**src/rtl/mem_bridge_if.sv**
```systemverilog
// Signal bundle between the CPU load/store logic, the 8-bit memory bus and mem_bridge.
// The slave modport is the bridge's view; master is the surrounding system's view.
interface mem_bridge_if;
  logic        ready;
  logic        io_ioBufferFull;
  logic        io_req_valid;
  logic        io_req_ready;
  logic        io_req_write;
  logic [1:0]  io_req_size;
  logic        io_req_signed;
  logic [31:0] io_req_addr;
  logic [31:0] io_req_data;
  logic        io_resp_valid;
  logic [31:0] io_resp_data;
  logic [31:0] io_ram_address;
  logic [7:0]  io_ram_dataOut;
  logic        io_ram_writeEnable;
  logic [7:0]  io_ram_dataIn;

  modport slave (
    input  ready, io_ioBufferFull,
    input  io_req_valid, io_req_write, io_req_size, io_req_signed, io_req_addr, io_req_data,
    output io_req_ready, io_resp_valid, io_resp_data,
    output io_ram_address, io_ram_dataOut, io_ram_writeEnable,
    input  io_ram_dataIn
  );

  modport master (
    output ready, io_ioBufferFull,
    output io_req_valid, io_req_write, io_req_size, io_req_signed, io_req_addr, io_req_data,
    input  io_req_ready, io_resp_valid, io_resp_data,
    input  io_ram_address, io_ram_dataOut, io_ram_writeEnable,
    output io_ram_dataIn
  );
endinterface

```
**src/rtl/mem_bridge.sv**
```systemverilog
// Byte-serial initiator: splits one byte/half/word request into little-endian single-byte
// bus transactions, honouring the bus grant and the I/O buffer-full flag.
module mem_bridge #(
  parameter logic [1:0] IO_HI = 2'b11
) (
  input logic      clock,
  input logic      reset,
  mem_bridge_if.slave bus
);

  typedef enum logic [1:0] {S_IDLE, S_READ, S_WRITE} state_t;

  state_t      r_state;
  state_t      w_state_next;

  logic [31:0] r_addr;
  logic [31:0] r_wdata;
  logic [31:0] r_rdata;
  logic [1:0]  r_last;
  logic [2:0]  r_idx;
  logic        r_signed;
  logic        r_io;
  logic        r_cap;
  logic [1:0]  r_lane;
  logic        r_we;
  logic [7:0]  r_dout;
  logic [31:0] r_ram_addr;
  logic        r_resp_valid;
  logic [31:0] r_resp_data;

  logic        w_req_io;
  logic [1:0]  w_size_last;
  logic        w_rd_issue;
  logic        w_rd_done;
  logic        w_wr_issue;
  logic        w_wr_done;
  logic [2:0]  w_next_idx;
  logic [31:0] w_next_addr;
  logic [7:0]  w_next_byte;
  logic [31:0] w_rd_word;
  logic [31:0] w_rd_result;

  assign w_req_io    = (bus.io_req_addr[17:16] == IO_HI);
  assign w_size_last = (bus.io_req_size == 2'd0) ? 2'd0 :
                       (bus.io_req_size == 2'd1) ? 2'd1 : 2'd3;

  assign w_rd_issue  = (r_state == S_READ) && (r_idx <= {1'b0, r_last}) && bus.ready;
  assign w_rd_done   = (r_state == S_READ) && r_cap && (r_lane == r_last);
  assign w_wr_issue  = (r_state == S_WRITE) && r_we && bus.ready;
  assign w_wr_done   = w_wr_issue && (r_idx[1:0] == r_last);

  assign w_next_idx  = r_idx + 3'd1;
  assign w_next_addr = r_addr + {29'd0, w_next_idx};
  assign w_next_byte = r_wdata[{w_next_idx[1:0], 3'b000} +: 8];
  assign w_rd_word   = r_rdata | ({24'd0, bus.io_ram_dataIn} << {r_lane, 3'b000});

  always_comb begin
    w_rd_result = w_rd_word;
    case (r_last)
      2'd0:    w_rd_result = {{24{r_signed & w_rd_word[7]}},  w_rd_word[7:0]};
      2'd1:    w_rd_result = {{16{r_signed & w_rd_word[15]}}, w_rd_word[15:0]};
      default: w_rd_result = w_rd_word;
    endcase
  end

  always_ff @(posedge clock) begin
    if (reset) r_state <= S_IDLE;
    else       r_state <= w_state_next;
  end

  always_comb begin
    w_state_next = r_state;
    case (r_state)
      S_IDLE:  if (bus.io_req_valid) w_state_next = bus.io_req_write ? S_WRITE : S_READ;
      S_READ:  if (w_rd_done)        w_state_next = S_IDLE;
      S_WRITE: if (w_wr_done)        w_state_next = S_IDLE;
      default:                       w_state_next = S_IDLE;
    endcase
  end

  // Write enable is registered, so the I/O full flag seen this cycle gates next cycle's
  // strobe; after an issued I/O byte the flag is stale for one cycle, hence the forced gap.
  always_ff @(posedge clock) begin
    if (reset) begin
      r_addr       <= '0;
      r_wdata      <= '0;
      r_rdata      <= '0;
      r_last       <= '0;
      r_idx        <= '0;
      r_signed     <= 1'b0;
      r_io         <= 1'b0;
      r_cap        <= 1'b0;
      r_lane       <= '0;
      r_we         <= 1'b0;
      r_dout       <= '0;
      r_ram_addr   <= '0;
      r_resp_valid <= 1'b0;
      r_resp_data  <= '0;
    end else begin
      r_resp_valid <= 1'b0;
      case (r_state)
        S_IDLE: begin
          if (bus.io_req_valid) begin
            r_addr     <= bus.io_req_addr;
            r_wdata    <= bus.io_req_data;
            r_last     <= w_size_last;
            r_signed   <= bus.io_req_signed;
            r_io       <= w_req_io;
            r_idx      <= '0;
            r_rdata    <= '0;
            r_cap      <= 1'b0;
            r_ram_addr <= bus.io_req_addr;
            if (bus.io_req_write) begin
              r_dout <= bus.io_req_data[7:0];
              r_we   <= !(w_req_io && bus.io_ioBufferFull);
            end
          end
        end
        S_READ: begin
          if (r_cap) r_rdata <= w_rd_word;
          if (w_rd_issue) begin
            r_cap  <= 1'b1;
            r_lane <= r_idx[1:0];
            r_idx  <= w_next_idx;
            if (r_idx[1:0] != r_last) r_ram_addr <= w_next_addr;
          end else begin
            r_cap <= 1'b0;
          end
          if (w_rd_done) begin
            r_resp_valid <= 1'b1;
            r_resp_data  <= w_rd_result;
          end
        end
        S_WRITE: begin
          if (w_wr_done) begin
            r_we         <= 1'b0;
            r_dout       <= '0;
            r_resp_valid <= 1'b1;
            r_resp_data  <= '0;
          end else if (w_wr_issue) begin
            r_idx      <= w_next_idx;
            r_ram_addr <= w_next_addr;
            r_dout     <= w_next_byte;
            r_we       <= !r_io;
          end else begin
            r_we <= !(r_io && bus.io_ioBufferFull);
          end
        end
        default: ;
      endcase
    end
  end

  assign bus.io_req_ready       = (r_state == S_IDLE);
  assign bus.io_resp_valid      = r_resp_valid;
  assign bus.io_resp_data       = r_resp_data;
  assign bus.io_ram_address     = r_ram_addr;
  assign bus.io_ram_dataOut     = r_dout;
  assign bus.io_ram_writeEnable = r_we;

endmodule

```
**src/flat_wrapper.sv**
```systemverilog
// flat-port wrapper written by rule: the top's interface ports become plain ports
module mem_bridge_flat 
#(
  parameter logic [1:0] IO_HI = 2'b11
)
  (clock, reset, bus_ready, bus_io_ioBufferFull, bus_io_req_valid, bus_io_req_write, bus_io_req_size, bus_io_req_signed, bus_io_req_addr, bus_io_req_data, bus_io_req_ready, bus_io_resp_valid, bus_io_resp_data, bus_io_ram_address, bus_io_ram_dataOut, bus_io_ram_writeEnable, bus_io_ram_dataIn);
  mem_bridge_if bus_i ();
  input logic clock;
  input logic reset;
  input wire logic [$bits(bus_i.ready)-1:0] bus_ready;
  input wire logic [$bits(bus_i.io_ioBufferFull)-1:0] bus_io_ioBufferFull;
  input wire logic [$bits(bus_i.io_req_valid)-1:0] bus_io_req_valid;
  input wire logic [$bits(bus_i.io_req_write)-1:0] bus_io_req_write;
  input wire logic [$bits(bus_i.io_req_size)-1:0] bus_io_req_size;
  input wire logic [$bits(bus_i.io_req_signed)-1:0] bus_io_req_signed;
  input wire logic [$bits(bus_i.io_req_addr)-1:0] bus_io_req_addr;
  input wire logic [$bits(bus_i.io_req_data)-1:0] bus_io_req_data;
  output wire logic [$bits(bus_i.io_req_ready)-1:0] bus_io_req_ready;
  output wire logic [$bits(bus_i.io_resp_valid)-1:0] bus_io_resp_valid;
  output wire logic [$bits(bus_i.io_resp_data)-1:0] bus_io_resp_data;
  output wire logic [$bits(bus_i.io_ram_address)-1:0] bus_io_ram_address;
  output wire logic [$bits(bus_i.io_ram_dataOut)-1:0] bus_io_ram_dataOut;
  output wire logic [$bits(bus_i.io_ram_writeEnable)-1:0] bus_io_ram_writeEnable;
  input wire logic [$bits(bus_i.io_ram_dataIn)-1:0] bus_io_ram_dataIn;
  assign bus_i.ready = bus_ready;
  assign bus_i.io_ioBufferFull = bus_io_ioBufferFull;
  assign bus_i.io_req_valid = bus_io_req_valid;
  assign bus_i.io_req_write = bus_io_req_write;
  assign bus_i.io_req_size = bus_io_req_size;
  assign bus_i.io_req_signed = bus_io_req_signed;
  assign bus_i.io_req_addr = bus_io_req_addr;
  assign bus_i.io_req_data = bus_io_req_data;
  assign bus_io_req_ready = bus_i.io_req_ready;
  assign bus_io_resp_valid = bus_i.io_resp_valid;
  assign bus_io_resp_data = bus_i.io_resp_data;
  assign bus_io_ram_address = bus_i.io_ram_address;
  assign bus_io_ram_dataOut = bus_i.io_ram_dataOut;
  assign bus_io_ram_writeEnable = bus_i.io_ram_writeEnable;
  assign bus_i.io_ram_dataIn = bus_io_ram_dataIn;
  mem_bridge #(.IO_HI(IO_HI)) u_core (.clock(clock), .reset(reset), .bus(bus_i));
endmodule
```
**config.mk**
```make
export PLATFORM = sky130hd
export DESIGN_NAME = mem_bridge_flat
export DESIGN_NICKNAME = d
export VERILOG_FILES = /design/src/rtl/mem_bridge_if.sv /design/src/rtl/mem_bridge.sv /design/src/flat_wrapper.sv
export SDC_FILE = /design/constraint.sdc
export NUM_CORES = 1
export LEC_CHECK = 0
export CAP_MARGIN = 20
export CORE_UTILIZATION = 50
export CTS_CLUSTER_SIZE = 24
export DETAILED_ROUTE_END_ITERATION = 8
export PLACE_DENSITY = 0.77
export SKIP_CTS_REPAIR_TIMING = 1
export SYNTH_ARGS = -nofsm -noshare
export SYNTH_HDL_FRONTEND = slang
export SYNTH_SLANG_ARGS = --single-unit
```
**constraint.sdc**
```tcl
create_clock -name clock -period 3.6 [get_ports clock]
set_input_delay 0.72 -clock clock [delete_from_list [all_inputs] [get_ports clock]]
set_output_delay 0.72 -clock clock [all_outputs]
set_load 0.02 [all_outputs]
```
Word level (Yosys, flattened, before mapping)

Cells that the tools add are included.

Flip-flop bits (word level): 182

Reduce and logical (&&, ||, !) cells: 29
Muxes and demuxes: 41
$lt $le $gt $ge: 1
Shifts and indexed selects: 2
Add/sub/neg operators: 2
Equal/unequal tests: 18
Bitwise logic cells: 3

Operators by type and width:

| kind                 | count |
|---|---|
| $mux W32             | 9 |
| $pmux W32 S2         | 3 |
| $pmux W32 S3         | 1 |
| $add A32 B3 Y32      | 1 |
| $mux W8              | 4 |
| $or A32 B32 Y32      | 1 |
| $shiftx A32 B6 Y8    | 1 |
| $shl A8 B5 Y32       | 1 |
| $pmux W8 S2          | 1 |
| $mux W2              | 6 |
| $mux W3              | 4 |
| $reduce_and A3 Y1    | 4 |
| $ne A2 B1 Y1 const B | 5 |
| $logic_and A1 B1 Y1  | 9 |
| $pmux W3 S3          | 1 |
| $mux W1              | 8 |
| $ne A2 B2 Y1 const B | 4 |
| $eq A2 B1 Y1 const B | 3 |
| $logic_not A2 Y1     | 3 |
| $pmux W1 S2          | 3 |
| $pmux W2 S3          | 1 |
| $reduce_and A2 Y1    | 3 |
| $reduce_and A6 Y1    | 1 |
| $reduce_bool A2 Y1   | 3 |
| 11 further kinds     | 16 |

Logic depth before layout (Yosys ltp)

Gate-level depths: netlist (run 1).

Depth after elaboration: 6
Gate-level depth with buffers: 11
Mapped depth without buffers: 9

Worst setup path before layout (run 1)

No wires, ideal clock.

Path type: flip-flop to flip-flop
Start: reg u_core.r_idx[0]
End: reg u_core.r_ram_addr[22], in the netlist u_core.bus.io_ram_address[22]
Data required time: 3.468 ns
Arrival time: 2.819 ns
Library setup time: 0.132 ns
Period minus slack after synthesis: 2.952 ns
Setup slack: 0.648 ns
Stages on the path, launching flop included: 11
Cell sequence: dfxtp_1 ha_1 clkbuf_1 inv_1 fa_1 nor2b_1 o2111ai_1 clkbuf_1 o31a_1 o311ai_0 a21oi_1

Word-level cells in the longest chain between the ends: 5
Elaborated cells between the ends (all ways): 17

RTL lines:

| element                                                | RTL line                           | text |
|---|---|---|
| start, declared                                        | mem_bridge.sv:20                   | `logic [2:0] r_idx;` |
| start signal, assigned                                 | mem_bridge.sv:124                  | `r_idx <= w_next_idx;` |
| start signal, assigned                                 | mem_bridge.sv:141                  | `r_idx <= w_next_idx;` |
| $add A3 B1 Y3 or $le A3 B2 Y1 (tied branches)          | mem_bridge.sv:52, mem_bridge.sv:47 |  |
| $add A32 B3 Y32 or $logic_and A1 B1 Y1 (tied branches) | mem_bridge.sv:53, mem_bridge.sv:47 |  |
| $mux W32 (tied with other cells)                       | mem_bridge.sv:140                  | `end else if (w_wr_issue) begin` |
| $mux W32 (tied with other cells)                       | mem_bridge.sv:135                  | `if (w_wr_done) begin` |
| $pmux W32 S3 or $reduce_and A6 Y1 (tied branches)      | n/a                                |  |
| end signal, assigned                                   | mem_bridge.sv:112                  | `r_ram_addr <= bus.io_req_addr;` |
| end signal, assigned                                   | mem_bridge.sv:125                  | `if (r_idx[1:0] != r_last) r_ram_addr <= w_next_addr;` |
| end signal, assigned                                   | mem_bridge.sv:142                  | `r_ram_addr <= w_next_addr;` |
| end, declared                                          | mem_bridge.sv:27                   | `logic [31:0] r_ram_addr;` |

Parallel ways exist; a longest one is shown, timed or not. The select of a mux whose other input is x is not followed.
A chain may end at the register's enable or synchronous reset.

Worst setup path in the final report (run 1)

Ends and elaborated chain as after synthesis.

==> summary.md, run 1 <==
Port buffering added 155 buffers. Averaged over all synthesized cells, the footprint is 8.06 µm². STA puts the critical path data required time at 3.91 ns. Summing all multi-input logic gate instances after layout gives 4270 µm².

At the worst endpoint, the arrival time is 3.44 ns. The clock latency on the worst-skew pair was 0.44 ns. After routing, the total negative slack on setup checks comes to 0 ns. The H-tree was split into 4 levels. The peak ir drop on the vdd network is 0.000379 V.

The layout cell share with drive strength beyond 1 was 6.40%; the number of synthesized register bits was 182. The worst register-to-register path has a setup slack of 0.46 ns. The worst register-to-register path has a depth of 9. The run gives 19.9% as the combinational power share. In this run the clock root is driven by a sky130_fd_sc_hd__clkbuf_16. The count of standard-cell rows was 46.

Summed over all nets, the switching power comes to 0.00151 W. In this run the static leakage power is 3.77 nW. The worst pin sits at a relative slew slack of 32.2%. The run gives 17100 µm² as the die footprint. Once layout is complete, the utilization of the core stands at 65.4%.

The path class of the tightest hold or removal check is flip-flop to flip-flop. The run gives 1120 as the synthesized net count. The tools report the global-route wire length before repair as 35500 µm. The number of buffers created by CTS is 17. The logs give 45.2% for the sequential power share and 16100 µm² for the standard cell core area. The Yosys step of the flow raised 0 warnings. The smallest clock period supported by the final layout is computed as 3.14 ns. The area overhead of the layout relative to synthesis was 26.8%. The number of stages on the worst setup path works out to 9. The final layout contains routed wiring with a total length of 22000 µm. Once layout is done, the placed cells without fillers occupy 10500 µm². The count of nets left with antenna violations once routing finished came out at 0.

The clock net in this run drives a total of 182 sinks. No sink is reached through more buffers than the 2 on the longest clock path. The largest fanout of any net on the critical path is 12.

TritonCTS built the clock tree. In the final design database the tool counted 1237 nets. Kind of critical path: flip-flop to flip-flop.

Leaving out fill and tap cells, the most frequent cell in the layout is sky130_fd_sc_hd__nand2_1. Power spread over the standard cell area amounts to 476 nW/µm². The final count of hold timing violations was 0; the clock skew was 0.0106 ns.

After synthesis, the netlist uses 62 different library cells. The internal power of the cells totals 0.00349 W. On the worst path, the slowest cell contributes a delay of 0.50 ns. The die is 131 µm wide. The initial antenna violation count is 0, and the fmax is 319 MHz.

At the pin with the least slew margin, the transition time is 1.02 ns. Worst hold path cell count: 2. Dividing the detail-routed wire length by the instance count gives 16.0 µm.

The worst setup path is launched from a flip-flop. In this run switching power makes up 30.3% of total power. In the synthesized netlist the dominant register cell turns out to be sky130_fd_sc_hd__dfxtp_1. The total power of the final layout was 0.00500 W; the number of cells in the finished layout apart from fillers was 1373.

The detailed-placement wirelength estimate came out at 14900 µm. The total congestion overflow after global routing is 0, and the length of the first detailed-routing pass in iterations is 4. The die is 131 µm tall. The logs give 1388 for the number of filler cells placed in the layout and 7778 for the via count. In the routed design, unresolved DRC markers number 0. The number of placed instances, taps included, is 1342. The cell with the largest stage delay on the worst path is sky130_fd_sc_hd__ha_1. Entering global routing, the biggest net connects 70 pins. The number of global-route vias before repair came out at 7023.

Max-cap violations in this run came to 0. Counting both buffers and inverters, the worst setup path holds a total of 2. The starting DRC count in detailed routing came out at 673. Using the TritonRoute via totals, the vias-per-cell ratio works out to 5.66.

The endpoint kind of the worst setup timing path was a flip-flop. The cell class contributing the biggest share of worst-path delay was compound AO/OA/AOI/OAI gates. Summing every instance area after synthesis gives 8290 µm².

0 antenna diodes ended up in the layout. Across every metal layer, demand over resource in global routing totals 26.7%. For this configuration, the core starts out at a cell density of 51.6%.

Registers take 3640 µm². The signal on the critical path passes through ha_1 -> inv_1 -> fa_1 -> nor2b_1 -> buf_4 -> o2111ai_1 -> o31a_1 -> o311ai_0 -> a21oi_1. Setup repair after global routing left no endpoint under its margin. After synthesis, the share of flip-flops with an asynchronous set or reset is 0%. Leaving out fill and tap cells, the most frequent cells in the layout are sky130_fd_sc_hd__nand2_1 (192), sky130_fd_sc_hd__dfxtp_1 (182), sky130_fd_sc_hd__a21oi_1 (163).

The area of placed instances came out at 9970 µm². In this run, synthesis inferred 0 flip-flops with an integrated enable. The congestion estimate from routability-driven global placement came to 0.833. Synthesis produced 1028 cells.

Summing the sequential cell areas from Yosys gives 44.0% of the chip area. The final-report max-slew violation count is 0, and the final setup violation count is 0. The count of pins on the block boundary came out at 156.

The final critical-path share of the clock period was 87.2%; the clock-pin slew reported for the worst setup and hold paths after clock tree synthesis was 0.07 ns. The run gives 34.9% as the share of power burned in the clock network. The flow ran to the end, and the final reports show no timing, DRC or antenna violations.
-- power groups by stage --
stage | logic [W] | registers, W | clock network (W)
floorplan | 0.000505 | 0.00237 | 0
global placement | 0.000984 | 0.00230 | 0
detailed placement | 0.000995 | 0.00230 | 0
CTS | 0.00100 | 0.00226 | 0.00176
global route | 0.00109 | 0.00228 | 0.00185
finish | 0.000997 | 0.00226 | 0.00175
-- worst register-to-register path: cells and delay by family, from the launching register on --
kind / cells / cell delay (ns)
simple gates: 1 / 0.12
fa+ha+maj: 2 / 0.93
compound gates: 4 / 1.32
flops: 1 / 0.34
buf+inv: 2 / 0.29
-- worst paths after layout --
path	startpoint	endpoint
max	u_core.r_idx[0]	u_core.bus.io_ram_address[22]
min	u_core.bus.io_resp_data[2]	u_core.bus.io_resp_data[2]
max reg2reg	u_core.r_idx[0]	u_core.bus.io_ram_address[22]
min reg2reg	u_core.bus.io_resp_data[2]	u_core.bus.io_resp_data[2]
-- routing by layer --
| metal | track usage, % | vias to the layer above | share of wire (%) |
|---|---|---|---|
| met4 | 9.94 | 0 | 1.9 |
| met3 | 5.09 | 34 | 5.9 |
| met1 | 36.1 | 3630 | 45 |
| li1 | - | 3847 | - |
| met5 | 0 | - | 0 |
| met2 | 42.2 | 267 | 47 |
-- kinds of logic after synthesis --
logic type / count (synthesis) / synth area share [%]
adder cells (fa/ha/maj): 11 / 1.75
multiplexers: 17 / 3.29
XOR/XNOR: 15 / 1.59
buffers and inverters: 98 / 4.63
AO/OA/AOI/OAI: 299 / 22.3
flip-flops: 182 / 44.0
AND/OR/NAND/NOR: 406 / 22.5
-- synth_stat cells (9+ instances only) --
library cell | instances | share of area [%]
sky130_fd_sc_hd__a211oi_1 | 11 | 1.0
sky130_fd_sc_hd__o21ai_0 | 24 | 1.4
sky130_fd_sc_hd__clkbuf_1 | 58 | 2.6
sky130_fd_sc_hd__nor2_1 | 100 | 4.5
sky130_fd_sc_hd__a22o_1 | 29 | 3.1
sky130_fd_sc_hd__nand3_1 | 14 | 0.85
sky130_fd_sc_hd__a31oi_1 | 17 | 1.3
sky130_fd_sc_hd__ha_1 | 10 | 1.5
sky130_fd_sc_hd__nand2_1 | 193 | 8.7
sky130_fd_sc_hd__buf_1 | 10 | 0.45
sky130_fd_sc_hd__a21oi_1 | 163 | 9.8
sky130_fd_sc_hd__xnor2_1 | 9 | 0.95
sky130_fd_sc_hd__inv_1 | 21 | 0.95
sky130_fd_sc_hd__dfxtp_1 | 182 | 44
sky130_fd_sc_hd__or3_1 | 20 | 1.5
sky130_fd_sc_hd__a211o_1 | 18 | 1.9
sky130_fd_sc_hd__nor2b_1 | 15 | 1.1
-- stage by stage --
stage | worst slack [ns] | hold WS [ns]
global placement | 0.391 | 0.439
CTS | 0.486 | 0.455
detailed placement | 0.354 | 0.446
finish | 0.462 | 0.448
floorplan | 0.648 | 0.433
global route | 0.290 | 0.475
-- flip-flops by register name, indices dropped and copies added (netlist names) --
| name | flops |
|---|---|
| u_core.bus.io_ram_address | 32 |
| u_core.bus.io_ram_dataOut | 8 |
| u_core.bus.io_ram_writeEnable | 1 |
| u_core.bus.io_resp_data | 32 |
| u_core.bus.io_resp_valid | 1 |
| u_core.r_addr | 32 |
| u_core.r_cap | 1 |
| u_core.r_idx | 3 |
| u_core.r_io | 1 |
| u_core.r_lane | 2 |
| u_core.r_last | 2 |
| u_core.r_rdata | 32 |
| u_core.r_signed | 1 |
| u_core.r_state | 2 |
| u_core.r_wdata | 32 |
-- final cells by class --
type	count	share of cell area [%]
multi-input combinational	748	40.6
sequential	182	34.7
timing repair buffer	174	16.2
clock buffer	17	4.05
tap	216	2.57
clock inverter	14	1.11
inverter	22	0.786
(Power assumes the default switching activity.)
==> run 2: changes to the inputs <==
--- a/config.mk
+++ b/config.mk
@@ -6,10 +6,11 @@
 export NUM_CORES = 1
 export LEC_CHECK = 0
 export CAP_MARGIN = 20
+export CORE_ASPECT_RATIO = 0.6
 export CORE_UTILIZATION = 50
 export CTS_CLUSTER_SIZE = 24
 export DETAILED_ROUTE_END_ITERATION = 8
-export PLACE_DENSITY = 0.77
+export PLACE_DENSITY = 0.74
 export SKIP_CTS_REPAIR_TIMING = 1
 export SYNTH_ARGS = -nofsm -noshare
 export SYNTH_HDL_FRONTEND = slang
==> run 2 against run 1 <==
  * Die area about the same
  * Fmax grew 5.7%
  * Combinational power about the same
  * Utilization shrank 0.39 points
  * Sequential power about the same
  * Register-to-register slack better by 0.17 ns
  * Wire length increased by 5.6%
==> summary.md, run 2 (synthesized netlist as in run 1, its figures left out) <==
The flow ran to the end, and the final reports show no timing, DRC or antenna violations. TritonCTS built the clock tree. The vias per cell came out at 5.74. The final layout contains 1238 nets. The die covers 17100 µm². The total power of the final layout is 0.00511 W, and the count of inserted antenna diode cells is 0.

The placed instances occupy a cell area of 9970 µm². Detailed routing inserted a total of 7856 vias. The tools report the post-detailed-route count of antenna-violating nets as 0. The transition time of the tightest slew-check pin is 0.878 ns, and the area overhead of the layout relative to synthesis is 27.3%. The cell class contributing the biggest share of worst-path delay was compound AO/OA/AOI/OAI gates.

The global-route wire length before repair was 36600 µm. The tools report the endpoint kind of the worst setup timing path as a flip-flop. The peak ir drop on the vdd network is 0.000331 V, and the final routed DRC violation total is 0. No sink is reached through more buffers than the 2 on the longest clock path.

Across the routed clock network, the largest skew measured is 0.0146 ns. The run gives 0.63 ns as the flop-to-flop setup slack. Measured along the y axis, the die boundary spans 102 µm. The slowest stage of the critical path belongs to the cell sky130_fd_sc_hd__a211o_1.

The cell sitting at the root of the clock tree is a sky130_fd_sc_hd__clkbuf_16. In this run the power density over the cells is 485 nW/µm². The length of the first detailed-routing pass in iterations is 5.

The final weighted congestion in routability-driven placement is 0.876. The horizontal die dimension came out at 168 µm. Clock tree synthesis inserted a total of 17 buffers.

For the required arrival time at the worst endpoint, the log shows 3.92 ns. For the worst setup path, the data arrival time is 3.29 ns. The clock latency on the worst-skew pair is 0.43 ns. In this run the core area contains 36 standard-cell rows.

Entering global routing, the biggest net connects 66 pins. Critical path launch point type: a flip-flop. The number of global-route vias before repair is 6893, and the number of cells in the finished layout apart from fillers is 1368. The number of buffers inserted by port buffering was 155; the longest individual stage delay on the worst path was 0.48 ns.

The standby leakage power is 3.78 nW. The CTS sink count was 182; the fmax was 337 MHz. Setup repair after global routing left no endpoint under its margin. Once the floorplan was initialized, standard cells occupied 51.1% of the core. The floorplan step defined a core boundary enclosing 16200 µm². The critical path goes through ha_1 -> xor2_1 -> ha_1 -> a21oi_1 -> a211o_1 -> buf_4 -> nor4_1 -> xnor2_1 -> o31ai_1. Cell repeated most along the worst path: sky130_fd_sc_hd__ha_1. The final-report max-slew violation count was 0. The number of max-capacitance violations reported was 0; the cell area after layout was 10500 µm².

The first routing iteration left 682 violations. In this run the count of I/O pins placed on the die edge is 156. The total instance count after detailed placement is 1336, and the setup TNS is 0 ns.

The most common library cell in the layout ignoring fill and taps was sky130_fd_sc_hd__nand2_1. The final critical-path share of the clock period is 82.4%, and the clock-pin slew reported for the worst setup and hold paths after clock tree synthesis is 0.07 ns. Class of the most critical hold timing path: flip-flop to flip-flop. The tools report the headroom to the max-slew limit as 41.2%. The run gives 16200 µm as the detailed-placement wirelength estimate. Cells with a size suffix above 1 make up 6.56% of the layout. The worst setup path is of the flip-flop to flip-flop kind.

The routed design has 23200 µm of wire. Largest fanout of any net on the critical path: 10. The routed wirelength normalized by instance count came out at 17.0 µm. In the global route stage, overall resource usage came out at 27.1%. The run gives 0 as the final setup violation count.

In the layout the commonest cells are sky130_fd_sc_hd__nand2_1 (192), sky130_fd_sc_hd__dfxtp_1 (182), sky130_fd_sc_hd__a21oi_1 (163). The count of H-tree levels built during CTS came out at 4. Global routing finished with a remaining overflow of 0.

The shortest period the worst path allows is 2.97 ns, and the final count of hold timing violations is 0. The initial antenna violation count came out at 0. The buffers plus inverters on the worst setup path works out to 1.
[run 2: area by class of cell]
cell class | count | area (µm²)
multi-input combinational | 748 | 4270
fill | 1414 | 5670
tap | 209 | 262
inverter | 22 | 82.6
sequential | 182 | 3640
clock inverter | 15 | 158
clock buffer | 17 | 425
timing repair buffer | 175 | 1710
[run 2: worst paths after layout]
path              cells after the start                            end                       start
setup / recovery                      9  u_core.bus.io_ram_address[31]             u_core.r_idx[0]
hold / removal                        2     u_core.bus.io_resp_data[9]  u_core.bus.io_resp_data[9]
setup reg to reg                      9  u_core.bus.io_ram_address[31]             u_core.r_idx[0]
hold reg to reg                       2     u_core.bus.io_resp_data[9]  u_core.bus.io_resp_data[9]
[run 2: routing by layer]
metal / track usage (%) / wire [µm] / up-vias
li1: - / - / 3842
met1: 42.1 / 11900 / 3699
met2: 37.4 / 9430 / 292
met3: 5.00 / 1620 / 23
met4: 7.90 / 281 / 0
met5: 0 / 0 / -
[run 2: worst reg2reg max path: cells and delay by family, from the launching register on]
kind | cells | cell delay (ns)
adders and majority gates | 2 | 0.55
buffers and inverters | 1 | 0.24
and+or+nand+nor | 1 | 0.46
xor gates and xnor gates | 2 | 0.36
DFF | 1 | 0.40
AOI/OAI and AO/OA | 3 | 0.86
[run 2: where the power goes]
group	total [W]	internal [W]	switching, W
Sequential	0.00225	0.00215	0.000103
Combinational	0.00102	0.000435	0.000583
Clock	0.00184	0.000931	0.000908
Total	0.00511	0.00352	0.00159
[run 2: metrics by stage]
step           utilization [%]  setup WS, ns  hold WS [ns]
2_1_floorplan                -         0.648         0.433
3_3_place_gp              61.5         0.491         0.441
3_5_place_dp              61.5         0.388         0.446
4_1_cts                   65.1         0.646         0.456
5_1_grt                   65.1         0.397         0.474
6_report                  65.1         0.632         0.454
==> run 3: changes to the inputs <==
--- a/config.mk
+++ b/config.mk
@@ -7,10 +7,10 @@
 export LEC_CHECK = 0
 export CAP_MARGIN = 20
 export CORE_ASPECT_RATIO = 0.6
-export CORE_UTILIZATION = 50
+export CORE_UTILIZATION = 47
 export CTS_CLUSTER_SIZE = 24
 export DETAILED_ROUTE_END_ITERATION = 8
-export PLACE_DENSITY = 0.74
+export PLACE_DENSITY = 0.73
 export SKIP_CTS_REPAIR_TIMING = 1
 export SYNTH_ARGS = -nofsm -noshare
 export SYNTH_HDL_FRONTEND = slang
==> constraint.sdc (replaced) <==
create_clock -name clock -period 2.6 [get_ports clock]
set_input_delay 0.52 -clock clock [delete_from_list [all_inputs] [get_ports clock]]
set_output_delay 0.52 -clock clock [all_outputs]
set_load 0.02 [all_outputs]
==> run 3 against run 2 <==
  * Fmax grew 18%
  * Utilization decreased by 1.9 points
  * Register-to-register slack worse by 0.54 ns
  * Via count grew 2.0%
==> summary.md, run 3 (synthesized netlist as in run 1, its figures left out) <==
At the end of routability-driven placement, the weighted congestion stood at 0.858. At the worst endpoint, the required time is 2.96 ns. The class of the most critical hold timing path was flip-flop to flip-flop. Compared with the post-synthesis result, the final layout area differs by 30.8%. Grouping stages by cell kind, the critical path spends the most delay in compound AO/OA/AOI/OAI gates. Critical path launch point type: a flip-flop.

The total area inside the core boundary comes to 17200 µm². The CTS sink count is 182, and the longest individual stage delay on the worst path is 0.52 ns. The tools report the starting DRC count in detailed routing as 818.

During placement, the flow inserted port buffers numbering 155. The worst slack on hold paths was 0.453 ns; the count of inserted antenna diode cells was 0. Setup violations remaining at the end of the flow were counted as 0.

Dividing the detail-routed via count by the number of cells gives 5.64. Together, buffers and inverters on the worst path number 0. The number of buffers between clock root and the deepest sink was 2; the detailed-placement wirelength estimate was 16800 µm. In this run the critical register-to-register path is launched from u_core.r_idx[0]. Once layout is complete, the utilization of the core stands at 63.1%. For the initial antenna violation count, the log shows 0. The worst hold path begins at u_core.bus.io_ram_address[6]. Power spread over the standard cell area amounts to 656 nW/µm². The final count of hold timing violations was 0. Measured in cells, the most critical reg-to-reg path has a length of 8. The worst hold path terminates at u_core.bus.io_ram_address[6]. Total power for the finished layout comes to 0.00711 W. From bottom edge to top edge, the die measures 105 µm.

The flow ran to the end, and the final reports show no timing, DRC or antenna violations. The final-report max-slew violation count is 0, and the horizontal die dimension is 173 µm. The library cell used most frequently in the layout, excluding fill and tap cells, is sky130_fd_sc_hd__nand2_1.

In the global route stage, overall resource usage came out at 26.2%. In the final routed layout, each cell accounts on average for 16.6 µm. The length of the first detailed-routing pass in iterations is 6, and the via count is 8013. In this run, CTS created clock tree buffers numbering 17.

For the headroom to the max-slew limit, the log shows 36.1%. The shortest period the worst path allows is 2.51 ns. The kind of critical path was flip-flop to flip-flop. At the pin with the least slew margin, the transition time is 0.956 ns.

The library cells used most frequently in the layout, excluding fill and tap cells, are sky130_fd_sc_hd__nand2_1 (192), sky130_fd_sc_hd__dfxtp_1 (180), sky130_fd_sc_hd__a21oi_1 (163). The tools report the clock skew as 0.0146 ns. The total congestion overflow after global routing was 0. The tools report the clock latency on the worst-skew pair as 0.43 ns.

The detail route stage leaves a number of antenna-violating nets equal to 0. Pin placement for this block handled 156 I/O pins. The initial utilization of the core area, before any placement, comes to 48.3%. Across the run, the number of max-cap violations was 0. In the routed design, unresolved DRC markers number 0.

For flop-to-flop paths, the worst setup slack is 0.09 ns. For the worst setup path, the data arrival time is 2.87 ns. VDD sags by at most 0.000465 V. Of all nets on the critical path, the largest fanout is 4.

Along the worst hold path, the cell count comes to 2. Cells with a size suffix above 1 make up 9.60% of the layout. CTS built an H-tree with a depth of 4. CTS root buffer: sky130_fd_sc_hd__clkbuf_16.

The signal on the critical path passes through ha_2 -> xor2_1 -> ha_1 -> nand3_2 -> a211o_1 -> or4_1 -> a311o_1 -> a21oi_1. Among all stages on the critical path, the largest delay is contributed by sky130_fd_sc_hd__or4_1. TritonCTS built the clock tree. In this run the critical register-to-register path is captured at u_core.bus.io_ram_address[27]. The first global-routing pass estimated 38300 µm of wire. Wires add up to 23600 µm. The number of global-route vias before repair came out at 7259. For the count of standard-cell rows, the log shows 37. The die footprint is 18200 µm², and the standby leakage power is 3.93 nW. Based on the critical path, the design can be clocked at up to 399 MHz.

Final critical-path share of the clock period: 96.5%. The clock-pin slew reported for the worst setup and hold paths after clock tree synthesis came out at 0.07 ns. For the pin count of the biggest net entering global routing, the log shows 55.

The tools report the endpoint kind of the worst setup timing path as a flip-flop. The net total in the final layout came out at 1267.
==> run 3: where the power goes <==
part | switching, W | internal, W
combinational | 0.000820 | 0.000645
clock | 0.00122 | 0.00130
sequential | 0.000142 | 0.00298
total | 0.00219 | 0.00492
==> run 3: worst max path at each step <==
| stage | start | to | slack [ns] | cells after the start |
|---|---|---|---|---|
| 6_report | u_core.r_idx[0] | u_core.bus.io_ram_address[27] | 0.09 | 8 |
| 5_1_grt | u_core.r_idx[0] | u_core.bus.io_ram_address[27] | -0.03 | 8 |
| 3_3_place_gp | bus_ready | u_core.bus.io_ram_address[6] | -0.08 | 7 |
| 2_1_floorplan | u_core.r_last[1] | u_core.bus.io_ram_address[24] | 0.006 | 9 |
| 3_5_place_dp | bus_ready | u_core.bus.io_ram_address[9] | -0.12 | 7 |
| 4_1_cts | u_core.r_idx[1] | u_core.bus.io_ram_address[22] | 0.03 | 9 |
==> run 3: layout make-up <==
cell class	count	area, µm²
clock buffer	18	439
clock inverter	14	140
fill	1506	6340
inverter	22	82.6
multi-input combinational	748	4310
sequential	182	3650
tap	234	293
timing repair buffer	204	1930
==> run 3: tightest hold or removal path: cells and delay by family (launching register included) <==
family | cells | cell delay, ns
compound gates | 1 | 0.05
flops | 1 | 0.31
simple gates | 1 | 0.05
==> run 3: stage by stage <==
step | area, µm² | setup TNS (ns) | setup slack [ns] | instances
final | 10800 | 0 | 0.0914 | 1422
after detailed placement | 10200 | -1.38 | -0.123 | 1388
after CTS | 10800 | 0 | 0.0340 | 1420
after floorplan | 8300 | 0 | 0.00551 | 1028
after global placement | 10200 | -0.589 | -0.0758 | 1388
after global routing | 10800 | -0.0404 | -0.0282 | 1422
==> run 3: metal layers <==
metal  global-route usage (%)  vias to the layer above  wire [µm]
met5                        0                        -          0
met4                     8.85                        0        386
met3                     4.59                       29       1780
met2                     36.7                      319       9790
met1                     39.9                     3767      11700
li1                         -                     3898          -
